File: src/rtl/alu_nibble_sequencer.sv
// alu_nibble_sequencer: runs wide ADD/SUB/logic commands through a 4-bit carry-less ALU one nibble per cycle.
module alu_nibble_sequencer #(
  parameter int NIBBLES = 4,
  localparam int WIDTH = 4 * NIBBLES
) (
  input  logic             clk,
  input  logic             rst,
  input  logic             cmd_valid,
  output logic             cmd_ready,
  input  logic [2:0]       cmd_op,
  input  logic [WIDTH-1:0] cmd_a,
  input  logic [WIDTH-1:0] cmd_b,
  output logic             rsp_valid,
  input  logic             rsp_ready,
  output logic [WIDTH-1:0] rsp_result,
  output logic             rsp_carry,
  output logic             rsp_err,
  output logic [3:0]       alu_a,
  output logic [3:0]       alu_b,
  output logic [2:0]       alu_sel,
  input  logic [3:0]       alu_result,
  input  logic             alu_carry
);
  typedef enum logic [1:0] {IDLE, OP, FIX, DONE} state_t;
  state_t state, state_next;
  logic [2:0] op, idx, nxt;
  logic [WIDTH-1:0] a, b, result;
  logic cr, c1, err, arith, last, bad;
  assign cmd_ready = state == IDLE;
  assign rsp_valid = state == DONE;
  assign rsp_result = result;
  assign rsp_carry = cr;
  assign rsp_err = err;
  always_comb begin
    arith = op[2:1] == 2'b00;
    last = idx == 3'(NIBBLES - 1);
    nxt = idx + 3'd1;
    bad = cmd_op == 3'b101 || cmd_op == 3'b110;
    state_next = state == IDLE ? (cmd_valid ? (bad ? DONE : OP) : IDLE)
               : state == OP   ? (arith && cr ? FIX : last ? DONE : OP)
               : state == FIX  ? (last ? DONE : OP)
               : (rsp_ready ? IDLE : DONE);
  end
  always_ff @(posedge clk or posedge rst) begin
    if (rst) begin
      state <= IDLE;
      op <= 3'b000;
      a <= '0;
      b <= '0;
      idx <= 3'd0;
      result <= '0;
      cr <= 1'b0;
      c1 <= 1'b0;
      err <= 1'b0;
      alu_a <= 4'h0;
      alu_b <= 4'h0;
      alu_sel <= 3'b000;
    end else begin
      state <= state_next;
      if (state == IDLE && cmd_valid) begin
        op <= cmd_op;
        a <= cmd_a;
        b <= cmd_b;
        idx <= 3'd0;
        result <= '0;
        cr <= 1'b0;
        c1 <= 1'b0;
        err <= bad;
        alu_a <= bad ? 4'h0 : cmd_a[3:0];
        alu_b <= bad || cmd_op == 3'b111 ? 4'h0 : cmd_b[3:0];
        alu_sel <= bad ? 3'b000 : cmd_op;
      end else if (state == OP && arith && cr) begin
        // incoming carry/borrow: feed the raw nibble back through the ALU with +/-1
        c1 <= alu_carry;
        alu_a <= alu_result;
        alu_b <= 4'h1;
      end else if (state == OP || state == FIX) begin
        result[4*idx +: 4] <= alu_result;
        cr <= state == FIX ? (c1 | alu_carry) : (arith & alu_carry);
        idx <= last ? idx : nxt;
        alu_a <= last ? 4'h0 : a[4*nxt +: 4];
        alu_b <= last || op == 3'b111 ? 4'h0 : b[4*nxt +: 4];
        alu_sel <= last ? 3'b000 : op;
      end
    end
  end
endmodule

File: config.mk
export PLATFORM = sky130hd
export DESIGN_NAME = alu_nibble_sequencer
export DESIGN_NICKNAME = d
export VERILOG_FILES = /design/src/rtl/alu_nibble_sequencer.sv
export SDC_FILE = /design/constraint.sdc
export NUM_CORES = 1
export LEC_CHECK = 0
export CAP_MARGIN = 20
export CORE_MARGIN = 2
export CORE_UTILIZATION = 35
export DETAILED_ROUTE_END_ITERATION = 6
export DONT_BUFFER_PORTS = 1
export PLACE_DENSITY = 0.51
export SLEW_MARGIN = 15
export SYNTH_ARGS = -nofsm -noshare
export SYNTH_HDL_FRONTEND = slang
export SYNTH_SLANG_ARGS = --single-unit
File: constraint.sdc
create_clock -name clk -period 4.9 [get_ports clk]
set_input_delay 1.47 -clock clk [delete_from_list [all_inputs] [get_ports clk]]
set_output_delay 1.47 -clock clk [all_outputs]
set_load 0.1 [all_outputs]
==> qor.csv, run 1 <==
metric,value,unit
placed_area,3513,sq um
drc,0,
clock_latency,0.34,ns
die_area,10540,sq um
dp_cells,463,
post_drt_wl_per_cell,16.59,um
rsz0062_at_grt,false,
hold_buffers,0,
cts_resized,0,
clk_pin_slew,0.08,ns
tightest_slew,1.114,ns
most-common-layout-cells,"nand2_1 (120), dfrtp_1 (70), nor2_1 (17)",
synthFlopType,dfrtp_1,
startpoint,state[0],
synthDistinctLibCells,46,
clock_skew,0.007172,ns
fin_cells,480,
slew_headroom,25.74,%
cts_setup_buffers,0,
htree_num_levels,3,
vias,2428,
fin_crit_sh,65.47,%
port_buffers,0,
drt-total-wl,7961,um
ys_seq_area_share,51.40,%
tns,0,ns
final_area,3731,sq um
numCtsBuffers,9,
worst-setup-path-type,register to output pin,
final_nets,396,
drive_above_1_share,11.24,%
diodes,0,
crit_arrival,1.74,ns
io_pins,75,
min-delay-start,b[9],
start_util,35.52,%
ys_seq_elements,70,
critical_path.max_stage_delay,0.90,ns
dp_hpwl,5614,um
cp.required,3.43,ns
die_h,102.7,um
crit_path_end_kind,output pin,
max_cap_viol_count,0,
drt-pass1-iter-count,4,
final_common_cell,nand2_1,
fp-row-count,36,
async_reset_ff_share,100.0,%
setup_violations,0,
regToRegStartpoint,state[0],
synth_cells,343,
ctsLongestPathBuffers,2,
die_x,102.7,um
clkSinkCount,70,
coreArea,9594,sq um
worst_hold_path_type,register to register,
synth_edf_count,0,
fmax,311.7,MHz
syn_avg_cell_area,9.937,sq um
start_kind,register,
cp_max_fo,5,
grt_overflow,0,
antenna_found_initial,0,
worst_path_max_delay_cell,ha_1,
vias_per_cell,5.058,
antenna_left,0,
grt_pass1_wl,12860,um
grt_pass1_vias,2461,
grt_max_degree,48,
outcome,completed,
hold_viol,0,
cts_tree,done,
final_max_slew_viol_count,0,
clock-root-buffer,clkbuf_8,
worstPathCellList,inv_1 -> ha_1,
gp_congestion,0.7832,
synth_nets,397,
ys_warn_count,0,
syn_area,3408,sq um
period_needed,3.208,ns
drtIter0Drc,59,
area_growth,9.471,%
grt_use_total,15.99,%
## path summary, 6_finish.rpt
| path | endpoint | depth (start not counted) | slack, ns |
|---|---|---|---|
| max | cmd_ready | 2 | 1.69 |
| min reg2reg | b[9] | 2 | 0.48 |
| min | b[9] | 2 | 0.48 |
| max reg2reg | alu_b[0] | 6 | 1.91 |
| max in group asynchronous | rsp_err | 3 | 3.04 |
| min in group asynchronous | a[12] | 1 | 0.97 |
## synth_stat cells, types with 2 or more instances
cell type	n	area, sq um
nand2_1	121	454.2
dfrtp_1	70	1752
nor2_1	17	63.81
a21oi_1	12	60.06
a31oi_1	12	75.07
ha_1	10	125.1
a22o_1	8	70.07
buf_2	7	35.03
inv_1	7	26.28
mux4_1	6	157.7
nand3_1	6	30.03
nor3b_1	6	45.04
o21ai_0	6	30.03
nand2b_1	4	25.02
nand4_1	4	25.02
a21o_1	3	22.52
buf_1	3	11.26
clkbuf_1	3	11.26
a211oi_1	2	15.01
a21oi_2	2	17.52
and2_0	2	12.51
and4_4	2	22.52
buf_6	2	22.52
mux2i_1	2	20.02
mux4_2	2	45.04
nor3_1	2	10.01
nor3_2	2	20.02
o22ai_1	2	12.51
## logic make-up (layout without fill, tap and decap cells)
group	after synthesis	count (layout)	share of synthesized area (%)
and+or+nand+nor	179	179	25.15
DFF	70	70	51.40
AOI/OAI and AO/OA	49	49	9.398
buffers and inverters	23	27	3.341
adders and majority gates	10	10	3.671
muxes	10	10	6.534
xor gates and xnor gates	2	2	0.5140
## sequential cells by signal, summed over array words and instances, names as in the netlist, 2 cells and up
name	cells
state	2
alu_a	4
alu_b	4
rsp_result	16
a	16
idx	3
b	16
op	3
alu_sel	3
## per-stage QoR
stage / util (%) / worst slack, ns / hold slack (ns)
finish: 38.89 / 1.692 / 0.4751
global route: 38.89 / 1.624 / 0.4943
CTS: 38.68 / 1.676 / 0.4768
detailed placement: 36.62 / 1.868 / 0.4566
global placement: 36.62 / 1.920 / 0.4497
floorplan: - / 1.662 / 0.4373
## critical path: cells and delay by family, from the launching register on
family	cells	cell delay, ns
buffers and inverters	1	0.09
DFF	1	0.41
adders and majority gates	1	0.90
## layer usage
layer | track usage [%] | share of wire, % | vias up | wire length (um)
li1 | - | - | 1175 | -
met1 | 20.54 | 44 | 1181 | 3496
met2 | 25.34 | 48 | 66 | 3809
met3 | 6.237 | 7.5 | 6 | 598
met4 | 4.308 | 0.72 | 0 | 57
met5 | 0 | 0 | - | 0
## final cells by class
type | instances | area (sq um)
timing repair buffer | 4 | 42.54
clock buffer | 9 | 123.9
inverter | 7 | 26.28
fill | 973 | 5863
clock inverter | 7 | 73.82
sequential | 70 | 1752
multi-input combinational | 250 | 1546
tap | 133 | 166.4
Power of run 1 is not shown: default switching activity piles up to over one toggle a cycle in this logic, so the estimate is an artifact.
==> run 2: changes to the inputs <==
Settings changed: PLACE_DENSITY 0.51 to 0.53.
Clock period 4.9 ns to 2.7 ns, I/O delays scaled along.
==> run 2 against run 1 <==
Against the previous run: via count rose by 3.8%; count of clock-buffer cells in the layout rose by 2; register-to-register slack worse by 1.3 ns; final cell count is 6.3% higher; sequential share of layout area is 2.7 points lower; die area unchanged; design area up 6.1%; non-clock buffer count increased by 33.
==> qor.csv, run 2 (synthesis gave the netlist of run 1 again) <==
metric,value,unit,change
htree_num_levels,3,,unchanged
die_area,10540,sq um,unchanged
grt_overflow,0,,unchanged
hold_buffers,0,,unchanged
start_kind,register,,
die_h,102.7,um,unchanged
use_met3,5.153,%,-1.1 points
slew_headroom,46.42,%,+21 points
area_growth,16.12,%,
clock_latency,0.35,ns,about the same
crit_path_end_kind,output pin,,
setup_violations,0,,unchanged
max_cap_viol_count,0,,unchanged
clk_pin_slew,0.07,ns,about the same
drc,0,,unchanged
use_met2,23.88,%,-1.5 points
antenna_found_initial,0,,unchanged
final_common_cell,nand2_1,,
die_x,102.7,um,unchanged
final_nets,429,,+8.3%
outcome,completed,,
rsz0062_at_grt,false,,
fin_crit_sh,83.20,%,
antenna_left,0,,unchanged
grt.busiest_layer,met2,,
fin_cells,510,,+6.3%
gp_congestion,0.7696,,-1.7%
worst_hold_path_type,register to register,,
dp_hpwl,5730,um,+2.1%
start_util,35.52,%,unchanged
grt_use_total,16.17,%,+0.18 points
vias,2521,,+3.8%
numCtsBuffers,9,,unchanged
vias_per_cell,4.943,,-2.3%
fmax,445.2,MHz,
io_pins,75,,unchanged
drt-total-wl,8003,um,+0.53%
grt_use_met1,22.02,%,+1.5 points
cp.required,1.89,ns,-1.54 ns
post_drt_wl_per_cell,15.69,um,-5.4%
tns,0,ns,unchanged
placed_area,3781,sq um,+7.6%
cts_setup_buffers,0,,unchanged
cts_resized,0,,unchanged
final_max_slew_viol_count,0,,unchanged
hold_ws,0.4685,ns,-0.006534 ns
seq_area,1752,sq um,unchanged
multiInputGateArea,1546,sq um,unchanged
most-common-layout-cells,"nand2_1 (120), dfrtp_1 (70), buf_4 (36)",,
grt_pass1_wl,12770,um,-0.75%
dp_cells,497,,+7.3%
fp-row-count,36,,unchanged
diodes,0,,unchanged
grt_pass1_vias,2382,,-3.2%
final_area,3958,sq um,+6.1%
tightest_slew,0.8025,ns,-0.3114 ns
coreArea,9594,sq um,unchanged
worst-setup-path-type,register to output pin,,
period_needed,2.246,ns,
drtIter0Drc,92,,+56%
drive_above_1_share,18.04,%,+6.8 points
ctsLongestPathBuffers,2,,unchanged
clock-root-buffer,clkbuf_8,,
drt-pass1-iter-count,4,,unchanged
crit_arrival,1.44,ns,-0.30 ns
hold_viol,0,,unchanged
cp_max_fo,5,,unchanged
clkSinkCount,70,,unchanged
clock_skew,0.01212,ns,+0.004949 ns
fill_cells,949,,-2.5%
port_buffers,0,,unchanged
cts_tree,done,,
grt_max_degree,51,,+6.3%
## run 2: cell count changes in the layout (fill, tap and decap cells not counted)
cell        delta
buf_4         +33
clkinv_4       -2
clkbuf_1       +1
clkbuf_8       +1
clkinv_2       -1
clkinvlp_4     -1
inv_6          -1
## run 2: final timing paths
| check | startpoint | slack [ns] | depth (start not counted) | end |
|---|---|---|---|---|
| max | state[0] | 0.45 | 3 | cmd_ready |
| min | b[15] | 0.47 | 2 | b[15] |
| max reg2reg | idx[1] | 0.63 | 6 | alu_a[1] |
| min reg2reg | b[15] | 0.47 | 2 | b[15] |
| max in group asynchronous | rst | 1.54 | 2 | b[12] |
| min in group asynchronous | rst | 0.49 | 1 | rsp_result[3] |
## run 2: final cells by class
cell class	count	share of cell area, %
clock inverters	2	0.8852
inverters	7	0.6639
well taps	133	4.205
multi-input cells	250	39.08
flip-flops and latches	70	44.26
repair buffers	37	7.335
clock buffers	11	3.573
## run 2: routing by layer
layer,part of all wire [%],vias up
met5,0,-
met4,1.6,0
met3,7.0,13
met2,45,58
met1,46,1206
li1,-,1244
## run 2: critical path, stage by stage, from the launching register on
cell and delay (ns):
dfrtp_1 0.40, inv_1 0.09, ha_1 0.26, buf_4 0.33
## run 2: stage by stage
stage	util [%]	worst slack, ns
floorplan	-	0.1218
global placement	39.41	0.6704
detailed placement	39.41	0.6245
CTS	41.25	0.4486
global route	41.25	0.4188
finish	41.25	0.4536
Power of run 2 is left out for the same reason.
